--- config.mk ---
export PLATFORM = sky130hd
export DESIGN_NAME = div64_seq
export DESIGN_NICKNAME = d
export VERILOG_FILES = /design/src/rtl/div_pkg.sv /design/src/rtl/adder64b.sv /design/src/rtl/div64_seq.sv
export SDC_FILE = /design/constraint.sdc
export NUM_CORES = 1
export LEC_CHECK = 0
export CAP_MARGIN = 10
export CORE_MARGIN = 2
export CORE_UTILIZATION = 56
export CTS_CLUSTER_DIAMETER = 150
export DETAILED_ROUTE_END_ITERATION = 10
export PLACE_DENSITY = 0.78
export SLEW_MARGIN = 30
export SYNTH_ARGS = -nofsm -noshare
export SYNTH_HDL_FRONTEND = slang
export SYNTH_HIERARCHICAL = 1
export SYNTH_SLANG_ARGS = --single-unit
--- constraint.sdc ---
create_clock -name clk -period 14.7 [get_ports clk]
set_input_delay 1.47 -clock clk [delete_from_list [all_inputs] [get_ports clk]]
set_output_delay 1.47 -clock clk [all_outputs]
set_load 0.02 [all_outputs]
--- src/rtl/div_pkg.sv ---
// rtl/div_pkg.sv - shared constants, op encoding and FSM state type for div64_seq
package div_pkg;

  localparam int XLEN = 64;

  localparam logic [1:0] DIV_OP_DIV  = 2'b00;
  localparam logic [1:0] DIV_OP_DIVU = 2'b01;
  localparam logic [1:0] DIV_OP_REM  = 2'b10;
  localparam logic [1:0] DIV_OP_REMU = 2'b11;

  typedef enum logic [1:0] {
    ST_IDLE = 2'd0,
    ST_RUN  = 2'd1,
    ST_FIX  = 2'd2,
    ST_DONE = 2'd3
  } div_state_t;

  // Two's-complement negation used for sign capture and sign fix-up.
  function automatic logic [XLEN-1:0] negate(input logic [XLEN-1:0] x);
    return ~x + {{(XLEN-1){1'b0}}, 1'b1};
  endfunction

endpackage

--- src/rtl/adder64b.sv ---
// rtl/adder64b.sv - 64-bit adder/subtractor; c_o is carry out (no-borrow flag when sub=1)
module adder64b (
  input  logic [63:0] a,
  input  logic [63:0] b,
  input  logic        sub,
  output logic [63:0] s,
  output logic        c_o
);

  logic [64:0] sum;

  // a + b, or a + ~b + 1 when subtracting
  always_comb begin
    sum = {1'b0, a} + {1'b0, b ^ {64{sub}}} + {64'd0, sub};
  end

  assign s   = sum[63:0];
  assign c_o = sum[64];

endmodule

--- src/rtl/div64_seq.sv ---
// rtl/div64_seq.sv - iterative RV64M DIV/DIVU/REM/REMU divider; DIV_EARLY_OUT_EN enables a divide-by-zero bypass
module div64_seq #(
  parameter int XLEN = 64
) (
  input  logic            clk,
  input  logic            reset,
  input  logic            start,
  input  logic [1:0]      op,
  input  logic [XLEN-1:0] a,
  input  logic [XLEN-1:0] b,
  output logic            busy,
  output logic            done,
  output logic [XLEN-1:0] result
);

  import div_pkg::div_state_t;
  import div_pkg::ST_IDLE;
  import div_pkg::ST_RUN;
  import div_pkg::ST_FIX;
  import div_pkg::ST_DONE;
  import div_pkg::DIV_OP_DIV;
  import div_pkg::DIV_OP_REM;
  import div_pkg::DIV_OP_REMU;
  import div_pkg::negate;

  div_state_t      state;
  logic [1:0]      op_q;
  logic [XLEN-1:0] q;
  logic [XLEN-1:0] d;
  logic [XLEN-1:0] r;
  logic            neg_q;
  logic            neg_r;
  logic [5:0]      cnt;

  logic            signed_op;
  logic [XLEN-1:0] a_mag;
  logic [XLEN-1:0] b_mag;
  logic [XLEN-1:0] sh;
  logic [XLEN-1:0] diff;
  logic            c_o;
  logic            qbit;
  logic [XLEN-1:0] quo;
  logic [XLEN-1:0] rem;
  logic            is_rem;
  logic [XLEN-1:0] fix_result;

  // Operand magnitudes at accept: DIV/REM (op[0]=0) work on absolute values.
  always_comb begin
    signed_op = ~op[0];
    a_mag     = (signed_op && a[XLEN-1]) ? negate(a) : a;
    b_mag     = (signed_op && b[XLEN-1]) ? negate(b) : b;
  end

  // One restoring step: shift the next dividend bit into the remainder and trial-subtract d.
  always_comb begin
    sh   = {r[XLEN-2:0], q[XLEN-1]};
    // r[63] set means the shifted remainder is 65 bits wide, so it always exceeds d.
    qbit = r[XLEN-1] | c_o;
  end

  adder64b u_adder (
    .a   (sh),
    .b   (d),
    .sub (1'b1),
    .s   (diff),
    .c_o (c_o)
  );

  // Sign fix-up of the unsigned core result; DIV by zero must read -1 regardless of dividend sign.
  always_comb begin
    quo = neg_q ? negate(q) : q;
    if (op_q == DIV_OP_DIV && d == '0) begin
      quo = '1;
    end
    rem        = neg_r ? negate(r) : r;
    is_rem     = (op_q == DIV_OP_REM) || (op_q == DIV_OP_REMU);
    fix_result = is_rem ? rem : quo;
  end

  // Control FSM and datapath registers.
  always_ff @(posedge clk or posedge reset) begin
    if (reset) begin
      state  <= ST_IDLE;
      op_q   <= 2'b00;
      q      <= '0;
      d      <= '0;
      r      <= '0;
      neg_q  <= 1'b0;
      neg_r  <= 1'b0;
      cnt    <= 6'd0;
      busy   <= 1'b0;
      done   <= 1'b0;
      result <= '0;
    end else begin
      case (state)
        ST_IDLE: begin
          if (start) begin
            op_q  <= op;
            q     <= a_mag;
            d     <= b_mag;
            r     <= '0;
            neg_q <= signed_op & (a[XLEN-1] ^ b[XLEN-1]);
            neg_r <= signed_op & a[XLEN-1];
            cnt   <= 6'd63;
            busy  <= 1'b1;
            state <= ST_RUN;
`ifdef DIV_EARLY_OUT_EN
            // Preload what 64 iterations against d=0 would leave: all-ones quotient, dividend as remainder.
            if (b == '0) begin
              q     <= '1;
              r     <= a_mag;
              state <= ST_FIX;
            end
`endif
          end
        end
        ST_RUN: begin
          r <= qbit ? diff : sh;
          q <= {q[XLEN-2:0], qbit};
          if (cnt == 6'd0) begin
            state <= ST_FIX;
          end else begin
            cnt <= cnt - 6'd1;
          end
        end
        ST_FIX: begin
          result <= fix_result;
          done   <= 1'b1;
          state  <= ST_DONE;
        end
        ST_DONE: begin
          done  <= 1'b0;
          busy  <= 1'b0;
          state <= ST_IDLE;
        end
        default: begin
          state <= ST_IDLE;
        end
      endcase
    end
  end

endmodule
# --- Word-level counts from Yosys, hierarchy flattened ---
# Cells that the tools add are included.
totals:
  regBits: 270
  input_bits: 133
op_classes:
  add_sub_neg: 7
  eq_ne: 8
  mux: 20
  bitwise: 10
  n_reduce_logical: 16
ops:
  columns: ["operator", "n"]
  rows:
  - ["2-to-1 mux 64 bit", 9]
  - ["inverter 64 bit", 5]
  - ["adder 64 x 1 -> 64 bit, second input constant", 4]
  - ["case mux 64 bit (2 select lines)", 2]
  - ["adder 64 x 64 -> 65 bit", 1]
  - ["adder 65 x 1 -> 65 bit, second input constant", 1]
  - ["zero test 64 bit", 1]
  - ["2-to-1 mux 6 bit", 2]
  - ["case mux 6 bit (2 select lines)", 1]
  - ["equality test 2 bit, second input constant", 4]
  - ["case mux 2 bit (4 select lines)", 1]
  - ["AND reduction 2 bit", 4]
  - ["zero test 6 bit", 1]
  - ["!= test 2 bit, second input constant", 3]
  - ["nonzero test 2 bit", 3]
  - ["subtractor 6 x 1 -> 6 bit, second input constant", 1]
  - ["zero test 2 bit", 2]
  - ["2-to-1 mux 2 bit", 2]
  - ["case mux 1 bit (2 select lines)", 2]
  - ["logical AND 1 bit", 3]
  - ["AND reduction 3 bit", 1]
  - ["bitwise AND 1 bit", 2]
  - ["equality test 2 x 1 -> 1 bit, second input constant", 1]
  - ["logical OR 1 bit", 1]
  - ["other kinds (4)", 4]

# --- Depth between registers and ports, before layout ---
# Gate-level depths: netlist of the first run.
depth:
  ltp_word: 6
  depth_mapped: 20
  depth_no_buf: 16

# --- Hierarchy ---
# The synthesis of the first run kept the hierarchy.
by_module_without_submodules:
  columns: ["mod", "instances", "cells_per_inst", "area_each_um2", "seq_area_each_um2"]
  rows:
  - ["div64_seq", 1, 2020, 17418.0, 6756.5]
  - ["adder64b", 1, 612, 4306.6, 0.0]

# --- Worst setup path before layout of the first run ---
# Ideal clock, no wire load.
synth_timing:
  kind: "reg-to-reg"
  startpoint: "reg d[1]"
  endpoint: "reg r[41]"
  setup_time_ns: 0.134
  arrival_ns: 3.763
  required_time_ns: 14.566
  setup_slack_ns: 10.804
  path_stages_with_launch: 18
  n_path_buf: 2
  path_cell_list: "dfrtp_1 xor2_1 inv_1 fa_1 and2b_1 o2111ai_1 a21oi_2 o211ai_1 a221o_1 o31a_1 o211ai_2 a21oi_1 a21oi_1 nor2_1 buf_1 buf_1 mux2i_1 o21ai_0"
synth_via:
  elab_chain_cells: 6
synth_rtl:
  columns: ["item", "line", "source"]
  rows:
  - ["start: declaration", "div64_seq.sv:29", "logic [XLEN-1:0] d;"]
  - ["start signal: assignment", "div64_seq.sv:100", "d <= b_mag;"]
  - ["inverter 64 bit (no line)", null, null]
  - ["adder 64 x 64 -> 65 bit", "adder64b.sv:14", "sum = {1'b0, a} + {1'b0, b ^ {64{sub}}} + {64'd0, sub};"]
  - ["adder 65 x 1 -> 65 bit", "adder64b.sv:14", null]
  - ["net c_o", "div64_seq.sv:40", "logic c_o;"]
  - ["bitwise OR 1 bit", "div64_seq.sv:58", "qbit = r[XLEN-1] | c_o;"]
  - ["2-to-1 mux 64 bit", "div64_seq.sv:118", "r <= qbit ? diff : sh;"]
  - ["case mux 64 bit (2 select lines)", "div64_seq.sv:95", "case (state)"]
  - ["end signal: assignment", "div64_seq.sv:118", null]
  - ["end: declaration", "div64_seq.sv:30", "logic [XLEN-1:0] r;"]
# The timed path passes the listed nets, and every way through them passes these cells.
# A chain may end at the register's enable or synchronous reset.

# --- Worst setup path in the final report of the first run ---
layout_timing:
  startpoint: "reg d[0]"
  endpoint: "reg r[0]"
# Same word-level chain as after synthesis.

==> impl_results.html, run 1 <==
<table>
<tr><th>Metric</th><th>Value</th></tr>
<tr><th colspan="2">Synth</th></tr>
<tr><td>XOR/XNOR share of the synthesized area</td><td>0.148</td></tr>
<tr><td>Post-Synthesis Cell Area</td><td>21700 µm²</td></tr>
<tr><td>Complex-gate fraction of the synthesized area</td><td>0.223</td></tr>
<tr><td>Mean Syn Cell Area</td><td>approximately 8.3 µm²</td></tr>
<tr><td>Most numerous cell types in the synthesized netlist</td><td>sky130_fd_sc_hd__o21ai_0, sky130_fd_sc_hd__nand2_1, sky130_fd_sc_hd__dfrtp_1</td></tr>
<tr><td>Post-Synthesis Net Count</td><td>2845</td></tr>
<tr><td>Main combinational cell family by area after synthesis</td><td>compound AO/OA/AOI/OAI gates</td></tr>
<tr><td>Largest area contributor in the synthesized netlist</td><td>sky130_fd_sc_hd__dfrtp_1</td></tr>
<tr><td>Top FF cell, synth</td><td>sky130_fd_sc_hd__dfrtp_1</td></tr>
<tr><td>Fraction of registers with async set or reset after synthesis</td><td>1.00</td></tr>
<tr><td>Flop and latch count out of synthesis</td><td>270</td></tr>
<tr><td>Post-synthesis share of cell area spent on and, or, nand and nor gates</td><td>0.190</td></tr>
<tr><td>Distinct cells, synth</td><td>84</td></tr>
<tr><td>Number of enable flip-flop cells after synthesis</td><td>0</td></tr>
<tr><td>Area share of the largest cell type after synthesis</td><td>0.311</td></tr>
<tr><td>Count leader, synth</td><td>sky130_fd_sc_hd__o21ai_0</td></tr>
<tr><td>Part of the Yosys area used for sequential elements</td><td>0.311</td></tr>
<tr><td>Gate count after technology mapping</td><td>2632</td></tr>
<tr><td>Adder-cell share of the synthesized area</td><td>0.0464</td></tr>
<tr><td>Proportion of synthesized area in mux cells</td><td>0.0472</td></tr>
<tr><td>Main area contributors after synthesis</td><td>sky130_fd_sc_hd__dfrtp_1, sky130_fd_sc_hd__xor2_1, sky130_fd_sc_hd__o21ai_0</td></tr>
<tr><td>Number of warnings issued by yosys</td><td>6</td></tr>
<tr><th colspan="2">Clock tree</th></tr>
<tr><td>Number of H-tree levels</td><td>1</td></tr>
<tr><td>Largest buffer count on any clock path</td><td>3</td></tr>
<tr><td>Total clock buffers created by CTS</td><td>30</td></tr>
<tr><td>Worst-path clk slew</td><td>0.06 ns</td></tr>
<tr><td>CTS tree</td><td>yes</td></tr>
<tr><td>Insertion delay to the later sink of the worst-skew pair</td><td>0.59 ns</td></tr>
<tr><td>Clock Sinks</td><td>270</td></tr>
<tr><td>CTS Root Cell</td><td>sky130_fd_sc_hd__clkbuf_16</td></tr>
<tr><td>CTS Hold Bufs</td><td>0</td></tr>
<tr><td>Setup fix buffers added after clock tree synthesis</td><td>0</td></tr>
<tr><td>CTS resizes</td><td>0</td></tr>
<tr><th colspan="2">Setup path</th></tr>
<tr><td>Biggest cell delay along the critical path</td><td>0.76 ns</td></tr>
<tr><td>List of cells traversed by the critical path</td><td>mux2i_4, fa_1, and2b_1, o2111ai_1, a21oi_2, o211ai_1, a221o_1, o31a_1, o211ai_2, a21oi_1, a21oi_1, nor2_4, buf_4, mux2i_1, o22ai_1</td></tr>
<tr><td>Highest-delay cell along the critical path</td><td>sky130_fd_sc_hd__buf_4</td></tr>
<tr><td>Crit path top cell by count</td><td>sky130_fd_sc_hd__a21oi_1</td></tr>
<tr><td>Largest delay share family, worst path</td><td>compound AO/OA/AOI/OAI gates</td></tr>
<tr><td>Worst path buffer plus inverter count</td><td>1</td></tr>
<tr><td>Worst R2R Setup Slack</td><td>10.09 ns</td></tr>
<tr><td>R2r startpoint</td><td>d[0]$_DFFE_PP0P_</td></tr>
<tr><td>Required time of the critical path</td><td>about 15 ns</td></tr>
<tr><td>Type of origin of the critical path</td><td>flip-flop</td></tr>
<tr><td>Type of the worst setup path</td><td>reg2reg</td></tr>
<tr><td>Worst Path Max Fanout</td><td>57</td></tr>
<tr><td>Signal arrival time at the worst endpoint</td><td>5.04 ns</td></tr>
<tr><td>CP startpoint</td><td>d[0]$_DFFE_PP0P_</td></tr>
<tr><td>Critical Path Sink Type</td><td>flip-flop</td></tr>
<tr><th colspan="2">Power and ir drop</th></tr>
<tr><td>Overall power consumption</td><td>4.86 mW</td></tr>
<tr><td>Cell area power density</td><td>194 nW/µm²</td></tr>
<tr><td>Leakage</td><td>approximately 11 nW</td></tr>
<tr><td>VDD IR max</td><td>105 µV</td></tr>
<tr><th colspan="2">STA</th></tr>
<tr><td>Portion of the clock cycle consumed by the worst path in the final layout</td><td>0.313</td></tr>
<tr><td>Final setup viols</td><td>0</td></tr>
<tr><td>Final slew viol count</td><td>0</td></tr>
<tr><td>Final worst path period need</td><td>~4.6 ns</td></tr>
<tr><td>Normalized max-slew margin</td><td>0.359</td></tr>
<tr><td>Final hold viol count</td><td>0</td></tr>
<tr><td>Setup repair after global routing missed its margin</td><td>false</td></tr>
<tr><td>Highest clock frequency the design can meet</td><td>217 MHz</td></tr>
<tr><td>Final hold slack</td><td>0.496 ns</td></tr>
<tr><td>Worst-case clock skew</td><td>0.0154 ns</td></tr>
<tr><td>Least-Margin Pin Slew</td><td>roughly 0.96 ns</td></tr>
<tr><td>Final setup TNS</td><td>0 ns</td></tr>
<tr><th colspan="2">Die</th></tr>
<tr><td>Boundary Pins</td><td>between 150 and 200</td></tr>
<tr><td>Floorplan die area</td><td>40400 µm²</td></tr>
<tr><td>Area of the core</td><td>between 30000 and 40000 µm²</td></tr>
<tr><td>Y dimension of the die</td><td>201 µm</td></tr>
<tr><td>Effective utilization at floorplan</td><td>0.565</td></tr>
<tr><td>Row cnt</td><td>72</td></tr>
<tr><td>Die width</td><td>201 µm</td></tr>
<tr><th colspan="2">Global routing</th></tr>
<tr><td>Via count of the first global-routing pass</td><td>roughly 19000</td></tr>
<tr><td>First-pass GRT wire length</td><td>103000 µm</td></tr>
<tr><td>Number of antenna violations at the first check in global routing</td><td>0</td></tr>
<tr><td>Global-route usage over all layers</td><td>0.309</td></tr>
<tr><td>Maximum number of pins on one net before global-route repair</td><td>115</td></tr>
<tr><td>Remaining global-route overflow</td><td>0</td></tr>
<tr><th colspan="2">Placed design</th></tr>
<tr><td>GPL Wtd Cong</td><td>0.993</td></tr>
<tr><td>Area post-placement</td><td>roughly 24000 µm²</td></tr>
<tr><td>Detailed placement HPWL</td><td>48600 µm</td></tr>
<tr><td># port buffers</td><td>around 200</td></tr>
<tr><th colspan="2">Finish</th></tr>
<tr><td>Total Nets Final</td><td>2944</td></tr>
<tr><td>Number of filler instances in the final layout</td><td>3279</td></tr>
<tr><td>Seq. cell area</td><td>6760 µm²</td></tr>
<tr><td>Total area of multi-input combinational cells</td><td>about 14000 µm²</td></tr>
<tr><td>Layout cell share with drive strength beyond 1</td><td>0.0581</td></tr>
<tr><td>N_diodes</td><td>0</td></tr>
<tr><td>Synth-to-layout area growth</td><td>15.1%</td></tr>
<tr><td>Summed area of non-filler cells in the final layout</td><td>25000 µm²</td></tr>
<tr><td>Final core occ</td><td>0.650</td></tr>
<tr><th colspan="2">Drt</th></tr>
<tr><td>Drt first pass iters</td><td>5</td></tr>
<tr><td>Count of antenna-violating nets left after detailed routing</td><td>0</td></tr>
<tr><td>DR iter-0 viols</td><td>1712</td></tr>
<tr><td>Remaining DRCs</td><td>0</td></tr>
<tr><td>Number of vias after detailed routing</td><td>20400</td></tr>
<tr><td>Wirelength per Cell</td><td>19.6 µm</td></tr>
<tr><td>Ratio of routed vias to standard cells</td><td>between 6 and 7</td></tr>
<tr><td>Total routed wirelength</td><td>roughly 64000 µm</td></tr>
<tr><th colspan="2">Run</th></tr>
<tr><td>Maximum Capacitance Violations</td><td>0</td></tr>
<tr><th colspan="2">Min path</th></tr>
<tr><td>Hold Path Origin</td><td>op_q[0]$_DFFE_PP0P_</td></tr>
<tr><td>Path type of the worst min-delay path</td><td>reg2reg</td></tr>
<tr><th colspan="2">Status</th></tr>
<tr><td>Status</td><td>completed</td></tr>
</table>
## cells by family (layout without fill, tap and decap cells)
group,count (synthesis),after routing
xor+xnor,368,368
other cells,1,1
buf+inv,195,318
compound gates,793,793
mux,98,98
fa+ha+maj,80,80
flops,270,270
simple gates,827,827
## report_power, final
group / internal, mW / total (mW) / switching, mW
clock network: 0.454 / 0.771 / 0.317
registers: 1.04 / 1.41 / 0.373
logic: 1.05 / 2.68 / 1.62
total: 2.55 / 4.86 / 2.32
## layout by cell type, fill, tap and decap left out, types with 31 or more instances in the layout
cell                              instances
sky130_fd_sc_hd__a21oi_1                183
sky130_fd_sc_hd__clkbuf_16               31
sky130_fd_sc_hd__clkdlybuf4s50_1        198
sky130_fd_sc_hd__dfrtp_1                270
sky130_fd_sc_hd__ha_1                    77
sky130_fd_sc_hd__inv_1                   41
sky130_fd_sc_hd__mux2i_1                 71
sky130_fd_sc_hd__nand2_1                291
sky130_fd_sc_hd__nand3_1                 32
sky130_fd_sc_hd__nand4_1                 37
sky130_fd_sc_hd__nor2_1                 157
sky130_fd_sc_hd__nor3_1                  56
sky130_fd_sc_hd__nor4_1                  45
sky130_fd_sc_hd__o21ai_0                316
sky130_fd_sc_hd__o31ai_1                 50
sky130_fd_sc_hd__or3_1                   59
sky130_fd_sc_hd__or4_1                   46
sky130_fd_sc_hd__xnor2_1                132
sky130_fd_sc_hd__xor2_1                 236
## layout make-up
type	instances	area share
multi-input cells	2167	0.571
flip-flops and latches	270	0.270
repair buffers	220	0.0861
clock buffers	43	0.0340
well taps	518	0.0259
inverters	42	0.00660
clock inverters	13	0.00610
## worst paths after layout
check | endpoint | depth (start not counted)
max in group asynchronous | r[2]$_DFFE_PP0P_ | 4
min | op_q[0]$_DFFE_PP0P_ | 2
max reg2reg | r[0]$_DFFE_PP0P_ | 15
min reg2reg | op_q[0]$_DFFE_PP0P_ | 2
min in group asynchronous | cnt[3]$_DFFE_PP0P_ | 2
max | r[0]$_DFFE_PP0P_ | 15
## registers in the layout, summed over array words and instances, names as in the netlist
name    flops
d          64
q          64
r          64
result     64
cnt         6
op_q        2
state       2
busy        1
done        1
neg_q       1
neg_r       1
## tightest hold or removal path: stages, from the launching register on
cell	delay, ns
sky130_fd_sc_hd__dfrtp_1	0.35
sky130_fd_sc_hd__nand2_1	0.05
sky130_fd_sc_hd__nand2_1	0.06
## through the flow
step,std cells,setup slack (ns)
after floorplan,2632,5.79
after global placement,3217,10.12
after detailed placement,3217,10.05
after CTS,3273,10.09
after global routing,3273,9.70
final,3273,10.09
## per-layer routing
metal / up-vias / wire length [µm] / track usage
met2: 849 / 28300 / 0.482
met4: 0 / 2220 / 0.107
met1: 9672 / 29000 / 0.442
li1: 9782 / - / -
met5: - / 0 / 0
met3: 125 / 4760 / 0.0417
(Power assumes the default switching activity.)
==> run 2, diff against run 1 <==
Settings changed: CORE_UTILIZATION 56 to 54, PLACE_DENSITY 0.78 to 0.79.
Clock period 14.7 ns to 4.1 ns, I/O delays scaled along.
==> impl_results.html, run 2 (synthesized netlist as in run 1, its figures left out) <==
<table>
<tr><th>Metric</th><th>Value</th></tr>
<tr><th colspan="2">Clock tree</th></tr>
<tr><td>Clock Sinks</td><td>270 (unchanged)</td></tr>
<tr><td>CTS Hold Bufs</td><td>0 (unchanged)</td></tr>
<tr><td>Worst-path clk slew</td><td>0.06 ns (about the same)</td></tr>
<tr><td>Total clock buffers created by CTS</td><td>30 (unchanged)</td></tr>
<tr><td>Insertion delay to the later sink of the worst-skew pair</td><td>0.58 ns (about the same)</td></tr>
<tr><td>Largest buffer count on any clock path</td><td>3 (unchanged)</td></tr>
<tr><td>CTS tree</td><td>yes</td></tr>
<tr><td>CTS Root Cell</td><td>sky130_fd_sc_hd__clkbuf_16</td></tr>
<tr><td>Number of H-tree levels</td><td>1 (unchanged)</td></tr>
<tr><th colspan="2">Global routing</th></tr>
<tr><td>Remaining global-route overflow</td><td>0 (unchanged)</td></tr>
<tr><td>Maximum number of pins on one net before global-route repair</td><td>153 (+33%)</td></tr>
<tr><td>First-pass GRT wire length</td><td>107000 µm (+4.0%)</td></tr>
<tr><td>Number of antenna violations at the first check in global routing</td><td>0 (unchanged)</td></tr>
<tr><td>Global-route usage over all layers</td><td>0.316 (+0.00725)</td></tr>
<tr><td>Via count of the first global-routing pass</td><td>20100 (+3.6%)</td></tr>
<tr><th colspan="2">STA</th></tr>
<tr><td>Final hold slack</td><td>0.357 ns (-0.138 ns)</td></tr>
<tr><td>Worst setup slack after layout</td><td>0.214 ns (-9.88 ns)</td></tr>
<tr><td>Final setup viols</td><td>0 (unchanged)</td></tr>
<tr><td>Final slew viol count</td><td>0 (unchanged)</td></tr>
<tr><td>Normalized max-slew margin</td><td>0.377 (+0.0180)</td></tr>
<tr><td>Final worst path period need</td><td>3.89 ns (-0.722 ns)</td></tr>
<tr><td>Least-Margin Pin Slew</td><td>0.934 ns (-0.0269 ns)</td></tr>
<tr><td>Portion of the clock cycle consumed by the worst path in the final layout</td><td>0.948 (+0.634)</td></tr>
<tr><td>Highest clock frequency the design can meet</td><td>257 MHz (+19%)</td></tr>
<tr><td>Worst-case clock skew</td><td>0.0199 ns (+0.00450 ns)</td></tr>
<tr><td>Final hold viol count</td><td>0 (unchanged)</td></tr>
<tr><th colspan="2">Setup path</th></tr>
<tr><td>Worst Path Max Fanout</td><td>9 (-84%)</td></tr>
<tr><td>Critical Path Sink Type</td><td>flip-flop</td></tr>
<tr><td>Type of the worst setup path</td><td>reg2reg</td></tr>
<tr><td>Signal arrival time at the worst endpoint</td><td>4.30 ns (-0.74 ns)</td></tr>
<tr><td>Worst R2R Setup Slack</td><td>0.21 ns (-9.88 ns)</td></tr>
<tr><td>Required time of the critical path</td><td>4.51 ns (-10.62 ns)</td></tr>
<tr><td>Type of origin of the critical path</td><td>flip-flop</td></tr>
<tr><th colspan="2">Finish</th></tr>
<tr><td>Final core occ</td><td>0.644 (-0.00634)</td></tr>
<tr><td>Synth-to-layout area growth</td><td>17.8%</td></tr>
<tr><td>Total Nets Final</td><td>3001 (+1.9%)</td></tr>
<tr><td>Most common cell after layout, fill and taps aside</td><td>sky130_fd_sc_hd__o21ai_0</td></tr>
<tr><td>N_diodes</td><td>0 (unchanged)</td></tr>
<tr><td>Most frequent cells in the layout</td><td>sky130_fd_sc_hd__o21ai_0, sky130_fd_sc_hd__nand2_1, sky130_fd_sc_hd__dfrtp_1, sky130_fd_sc_hd__xor2_1, sky130_fd_sc_hd__clkdlybuf4s50_1</td></tr>
<tr><td>Layout cell share with drive strength beyond 1</td><td>0.0815 (+0.0234)</td></tr>
<tr><td>Final non-filler cell total</td><td>3335 (+1.9%)</td></tr>
<tr><th colspan="2">Placed design</th></tr>
<tr><td>Placed instance count</td><td>3276 (+1.8%)</td></tr>
<tr><td>Detailed placement HPWL</td><td>51500 µm (+5.9%)</td></tr>
<tr><td>Pre-CTS setup slack</td><td>0.0506 ns (-10.00 ns)</td></tr>
<tr><td># port buffers</td><td>198 (unchanged)</td></tr>
<tr><td>GPL Wtd Cong</td><td>0.969 (-2.5%)</td></tr>
<tr><th colspan="2">Drt</th></tr>
<tr><td>Number of vias after detailed routing</td><td>21100 (+3.2%)</td></tr>
<tr><td>DR iter-0 viols</td><td>1760 (+2.8%)</td></tr>
<tr><td>Wirelength per Cell</td><td>20.4 µm (+3.8%)</td></tr>
<tr><td>Drt first pass iters</td><td>7 (+2)</td></tr>
<tr><td>Ratio of routed vias to standard cells</td><td>6.32 (+1.3%)</td></tr>
<tr><td>Total routed wirelength</td><td>68000 µm (+5.8%)</td></tr>
<tr><td>Remaining DRCs</td><td>0 (unchanged)</td></tr>
<tr><td>Count of antenna-violating nets left after detailed routing</td><td>0 (unchanged)</td></tr>
<tr><th colspan="2">Status</th></tr>
<tr><td>Status</td><td>completed</td></tr>
<tr><th colspan="2">Min path</th></tr>
<tr><td>Path type of the worst min-delay path</td><td>in2async</td></tr>
<tr><th colspan="2">Power and ir drop</th></tr>
<tr><td>Overall power consumption</td><td>17.8 mW (+270%)</td></tr>
<tr><td>Cell area power density</td><td>696 nW/µm² (+260%)</td></tr>
<tr><td>Leakage</td><td>10.9 nW (+3.1%)</td></tr>
<tr><td>VDD IR max</td><td>417 µV (+300%)</td></tr>
<tr><th colspan="2">Run</th></tr>
<tr><td>Maximum Capacitance Violations</td><td>0 (unchanged)</td></tr>
<tr><th colspan="2">Die</th></tr>
<tr><td>Die width</td><td>205 µm (+1.8%)</td></tr>
<tr><td>Floorplan die area</td><td>41900 µm² (+3.6%)</td></tr>
<tr><td>Boundary Pins</td><td>199 (unchanged)</td></tr>
<tr><td>Area of the core</td><td>39700 µm² (+3.3%)</td></tr>
<tr><td>Y dimension of the die</td><td>205 µm (+1.8%)</td></tr>
<tr><td>Row cnt</td><td>73 (+1.4%)</td></tr>
<tr><td>Effective utilization at floorplan</td><td>0.547 (-0.0180)</td></tr>
</table>
## run 2: cell count changes in the layout (fill, tap and decap cells not counted), moves of 2 or more
| cell | delta |
|---|---|
| sky130_fd_sc_hd__buf_4 | +52 |
| sky130_fd_sc_hd__buf_12 | +4 |
| sky130_fd_sc_hd__clkbuf_1 | -4 |
| sky130_fd_sc_hd__clkbuf_8 | +4 |
| sky130_fd_sc_hd__clkinv_2 | -2 |
| sky130_fd_sc_hd__ha_1 | -2 |
| sky130_fd_sc_hd__ha_2 | +2 |
| sky130_fd_sc_hd__xor2_1 | -2 |
| sky130_fd_sc_hd__xor2_2 | +2 |
## run 2: metrics by stage
step                TNS [ns]  instance area, µm²
finish                     0               25600
global route          -0.327               25600
CTS                        0               25500
detailed placement         0               24400
global placement           0               24400
floorplan                  0               21700
## run 2: power breakdown
part	total (mW)	internal, mW	switching, mW	leakage (nW)
Sequential	5.08	3.72	1.36	3.32
Clock	2.83	1.69	1.14	0.513
Combinational	9.90	3.93	5.98	7.09
Total	17.8	9.34	8.47	10.9
## run 2: critical path, stage by stage (launching register included)
cell and delay (ns):
sky130_fd_sc_hd__dfrtp_1 0.40, sky130_fd_sc_hd__xor2_2 0.20, sky130_fd_sc_hd__inv_1 0.08, sky130_fd_sc_hd__fa_2 0.37
sky130_fd_sc_hd__and2b_1 0.23, sky130_fd_sc_hd__o2111ai_1 0.15, sky130_fd_sc_hd__a21oi_2 0.21, sky130_fd_sc_hd__o211ai_1 0.13
sky130_fd_sc_hd__a221o_1 0.37, sky130_fd_sc_hd__o31a_1 0.33, sky130_fd_sc_hd__o211ai_2 0.23, sky130_fd_sc_hd__a21oi_1 0.10
sky130_fd_sc_hd__a21oi_1 0.14, sky130_fd_sc_hd__buf_4 0.14, sky130_fd_sc_hd__nor2_4 0.04, sky130_fd_sc_hd__buf_12 0.15
sky130_fd_sc_hd__buf_6 0.15, sky130_fd_sc_hd__mux2i_2 0.18, sky130_fd_sc_hd__o21ai_0 0.11
## run 2: final timing paths
kind	startpoint	endpoint	cells after the start
worst min register to register	op_q[0]$_DFFE_PP0P_	op_q[0]$_DFFE_PP0P_	2
min in group clk	op_q[0]$_DFFE_PP0P_	op_q[0]$_DFFE_PP0P_	2
worst max-delay path	d[1]$_DFFE_PP0P_	r[51]$_DFFE_PP0P_	18
worst max register to register	d[1]$_DFFE_PP0P_	r[51]$_DFFE_PP0P_	18
worst min-delay path	reset	result[57]$_DFFE_PP0P_	3
max in group asynchronous	reset	r[39]$_DFFE_PP0P_	3
## run 2: area by class of cell
cell class / count / area, µm²
Clock buffer: 43 / 891
Clock inverter: 11 / 145
Fill cell: 3420 / 14100
Inverter: 42 / 161
Multi-Input combinational cell: 2167 / 14300
Sequential cell: 270 / 6760
Tap cell: 525 / 657
Timing Repair Buffer: 277 / 2650
## run 2: per-layer routing
layer | GRT usage | part of all wire
met5 | 0 | 0
met4 | 0.101 | 0.029
met3 | 0.0318 | 0.076
met2 | 0.500 | 0.45
met1 | 0.456 | 0.45
## run 2: timing repair
action                     CTS  global route
resized for setup            0            10
setup buffers                0             4
setup endpoints to repair    0            65
==> run 3, diff against run 2 <==
Settings changed: CORE_UTILIZATION 54 to 30, PLACE_DENSITY 0.79 to default.
==> impl_results.html, run 3 (synthesized netlist as in run 1, its figures left out) <==
<table>
<tr><th>Metric</th><th>Value</th></tr>
<tr><th colspan="2">Status</th></tr>
<tr><td>Status</td><td>completed</td></tr>
<tr><th colspan="2">Finish</th></tr>
<tr><td>Number of filler instances in the final layout</td><td>7429 (+120%)</td></tr>
<tr><td>Layout cell share with drive strength beyond 1</td><td>0.0901 (+0.00861)</td></tr>
<tr><td>Final non-filler cell total</td><td>3791 (+14%)</td></tr>
<tr><td>Synth-to-layout area growth</td><td>21.5%</td></tr>
<tr><td>Total Nets Final</td><td>3029 (+0.93%)</td></tr>
<tr><td>Summed area of non-filler cells in the final layout</td><td>26400 µm² (+3.2%)</td></tr>
<tr><td>N_diodes</td><td>0 (unchanged)</td></tr>
<tr><td>Most common cell after layout, fill and taps aside</td><td>sky130_fd_sc_hd__o21ai_0</td></tr>
<tr><td>Most frequent cells in the layout</td><td>sky130_fd_sc_hd__o21ai_0, sky130_fd_sc_hd__nand2_1, sky130_fd_sc_hd__dfrtp_1, sky130_fd_sc_hd__xor2_1, sky130_fd_sc_hd__clkdlybuf4s50_1</td></tr>
<tr><th colspan="2">Power and ir drop</th></tr>
<tr><td>Leakage</td><td>11.1 nW (+1.7%)</td></tr>
<tr><td>Cell area power density</td><td>696 nW/µm² (about the same)</td></tr>
<tr><td>VDD IR max</td><td>395 µV (-5.3%)</td></tr>
<tr><th colspan="2">Setup path</th></tr>
<tr><td>Worst R2R Setup Slack</td><td>0.20 ns (about the same)</td></tr>
<tr><td>Type of the worst setup path</td><td>reg2reg</td></tr>
<tr><td>Signal arrival time at the worst endpoint</td><td>4.30 ns (about the same)</td></tr>
<tr><td>R2r startpoint</td><td>d[1]$_DFFE_PP0P_</td></tr>
<tr><td>Depth of the most critical reg-to-reg path</td><td>16 (-2)</td></tr>
<tr><td>Worst Path Max Fanout</td><td>18 (+9)</td></tr>
<tr><td>Type of origin of the critical path</td><td>flip-flop</td></tr>
<tr><td>Terminus of the critical flop-to-flop path</td><td>r[0]$_DFFE_PP0P_</td></tr>
<tr><td>Critical Path Sink Type</td><td>flip-flop</td></tr>
<tr><td>Required time of the critical path</td><td>4.50 ns (about the same)</td></tr>
<tr><th colspan="2">STA</th></tr>
<tr><td>Final hold viol count</td><td>0 (unchanged)</td></tr>
<tr><td>Highest clock frequency the design can meet</td><td>257 MHz (-0.30%)</td></tr>
<tr><td>Worst setup slack after layout</td><td>0.202 ns (-0.0116 ns)</td></tr>
<tr><td>Normalized max-slew margin</td><td>0.445 (+0.0676)</td></tr>
<tr><td>Final setup viols</td><td>0 (unchanged)</td></tr>
<tr><td>Final setup TNS</td><td>0 ns (unchanged)</td></tr>
<tr><td>Least-Margin Pin Slew</td><td>0.832 ns (-0.101 ns)</td></tr>
<tr><td>Worst-case clock skew</td><td>0.0307 ns (+0.0107 ns)</td></tr>
<tr><td>Final worst path period need</td><td>3.90 ns (+0.0116 ns)</td></tr>
<tr><td>Final hold slack</td><td>0.327 ns (-0.0305 ns)</td></tr>
<tr><td>Final slew viol count</td><td>0 (unchanged)</td></tr>
<tr><td>Portion of the clock cycle consumed by the worst path in the final layout</td><td>0.951 (+0.00283)</td></tr>
<tr><th colspan="2">Clock tree</th></tr>
<tr><td>CTS Root Cell</td><td>sky130_fd_sc_hd__clkbuf_16</td></tr>
<tr><td>Number of H-tree levels</td><td>2 (+1)</td></tr>
<tr><td>Worst-path clk slew</td><td>0.06 ns (about the same)</td></tr>
<tr><td>CTS Hold Bufs</td><td>0 (unchanged)</td></tr>
<tr><td>Insertion delay to the later sink of the worst-skew pair</td><td>0.56 ns (-0.02 ns)</td></tr>
<tr><td>Total clock buffers created by CTS</td><td>34 (+13%)</td></tr>
<tr><td>Clock Sinks</td><td>270 (unchanged)</td></tr>
<tr><td>Largest buffer count on any clock path</td><td>3 (unchanged)</td></tr>
<tr><td>CTS tree</td><td>yes</td></tr>
<tr><th colspan="2">Global routing</th></tr>
<tr><td>Remaining global-route overflow</td><td>0 (unchanged)</td></tr>
<tr><td>Number of antenna violations at the first check in global routing</td><td>3 (+3)</td></tr>
<tr><td>Via count of the first global-routing pass</td><td>19800 (-1.5%)</td></tr>
<tr><td>Global-route usage over all layers</td><td>0.198 (-0.118)</td></tr>
<tr><td>Maximum number of pins on one net before global-route repair</td><td>132 (-14%)</td></tr>
<tr><td>First-pass GRT wire length</td><td>117000 µm (+8.8%)</td></tr>
<tr><th colspan="2">Die</th></tr>
<tr><td>Row cnt</td><td>98 (+34%)</td></tr>
<tr><td>Floorplan die area</td><td>74600 µm² (+78%)</td></tr>
<tr><td>Boundary Pins</td><td>199 (unchanged)</td></tr>
<tr><td>Effective utilization at floorplan</td><td>0.303 (-0.243)</td></tr>
<tr><td>Die width</td><td>273 µm (+33%)</td></tr>
<tr><td>Area of the core</td><td>71600 µm² (+80%)</td></tr>
<tr><td>Y dimension of the die</td><td>273 µm (+33%)</td></tr>
<tr><th colspan="2">Drt</th></tr>
<tr><td>Drt first pass iters</td><td>5 (-2)</td></tr>
<tr><td>Number of vias after detailed routing</td><td>20600 (-2.1%)</td></tr>
<tr><td>Ratio of routed vias to standard cells</td><td>5.44 (-14%)</td></tr>
<tr><td>Remaining DRCs</td><td>0 (unchanged)</td></tr>
<tr><td>DR iter-0 viols</td><td>1532 (-13%)</td></tr>
<tr><td>Wirelength per Cell</td><td>20.1 µm (-1.5%)</td></tr>
<tr><td>Count of antenna-violating nets left after detailed routing</td><td>0 (unchanged)</td></tr>
<tr><td>Total routed wirelength</td><td>76100 µm (+12%)</td></tr>
<tr><th colspan="2">Min path</th></tr>
<tr><td>Path type of the worst min-delay path</td><td>in2async</td></tr>
<tr><th colspan="2">Placed design</th></tr>
<tr><td>Placed instance count</td><td>3724 (+14%)</td></tr>
<tr><td>Pre-CTS setup slack</td><td>-0.0420 ns (-0.0926 ns)</td></tr>
<tr><td>Detailed placement HPWL</td><td>58600 µm (+14%)</td></tr>
<tr><td>Area post-placement</td><td>25200 µm² (+3.0%)</td></tr>
<tr><td>GPL Wtd Cong</td><td>0.921 (-5.0%)</td></tr>
<tr><td># port buffers</td><td>198 (unchanged)</td></tr>
<tr><th colspan="2">Run</th></tr>
<tr><td>Maximum Capacitance Violations</td><td>0 (unchanged)</td></tr>
</table>
==> run 3: cell count changes in the layout (fill, tap and decap cells not counted), sizes merged <==
cell	change
buf	+24
clkbuf	+3
clkinv	+3
clkinvlp	+1
inv	-1
nor2	+1
==> run 3: worst max-delay path by stage <==
stage / startpoint / to / cells after the start
final: d[1]$_DFFE_PP0P_ / r[0]$_DFFE_PP0P_ / 16
after global routing: d[15]$_DFFE_PP0P_ / r[5]$_DFFE_PP0P_ / 15
after CTS: d[1]$_DFFE_PP0P_ / r[37]$_DFFE_PP0P_ / 16
after detailed placement: d[15]$_DFFE_PP0P_ / r[16]$_DFFE_PP0P_ / 15
after global placement: d[15]$_DFFE_PP0P_ / r[0]$_DFFE_PP0P_ / 15
after floorplan: reset / busy$_DFFE_PP0P_ / 1
==> run 3: worst max-delay path, stage by stage (launching register included) <==
cell	delay [ns]
sky130_fd_sc_hd__dfrtp_1	0.41
sky130_fd_sc_hd__xor2_2	0.19
sky130_fd_sc_hd__inv_1	0.08
sky130_fd_sc_hd__fa_2	0.37
sky130_fd_sc_hd__and2b_1	0.23
sky130_fd_sc_hd__o2111ai_2	0.13
sky130_fd_sc_hd__a21oi_2	0.21
sky130_fd_sc_hd__o211ai_1	0.18
sky130_fd_sc_hd__a221o_1	0.39
sky130_fd_sc_hd__o31a_1	0.32
sky130_fd_sc_hd__o211ai_2	0.22
sky130_fd_sc_hd__a21oi_1	0.11
sky130_fd_sc_hd__a21oi_2	0.31
sky130_fd_sc_hd__nor2_4	0.14
sky130_fd_sc_hd__buf_12	0.19
sky130_fd_sc_hd__mux2i_1	0.15
sky130_fd_sc_hd__o22ai_1	0.08
==> run 3: layout make-up <==
class / instances / area [µm²] / area share
timing repair buffer: 300 / 2820 / 0.107
inverter: 42 / 161 / 0.00611
clock inverter: 14 / 170 / 0.00644
multi-input combinational: 2168 / 14300 / 0.542
tap: 950 / 1190 / 0.0450
sequential: 270 / 6760 / 0.256
clock buffer: 47 / 991 / 0.0375
==> run 3: metrics by stage <==
step	power [mW]	utilization
CTS	18.4	0.368
detailed placement	15.2	0.351
floorplan	11.4	-
global route	19.7	0.369
finish	18.4	0.369
global placement	15.1	0.351
==> run 3: power breakdown <==
group | switching, mW | internal [mW]
combinational | 6.17 | 3.98
clock | 1.26 | 1.89
sequential | 1.37 | 3.73
==> run 3: what timing repair did <==
item,4_1_cts,5_1_grt
setup buffers,2,3
pin swaps,1,8
resized for setup,0,6
endpoints found under the setup margin,47,65
gates cloned,0,1
==> run 3: routing by layer <==
layer | track usage | vias up | wire, µm
met3 | 0.0356 | 85 | 4080
met2 | 0.332 | 515 | 36600
li1 | - | 9942 | -
met1 | 0.262 | 10100 | 33700
met5 | 0 | - | 24
met4 | 0.0493 | 4 | 1690
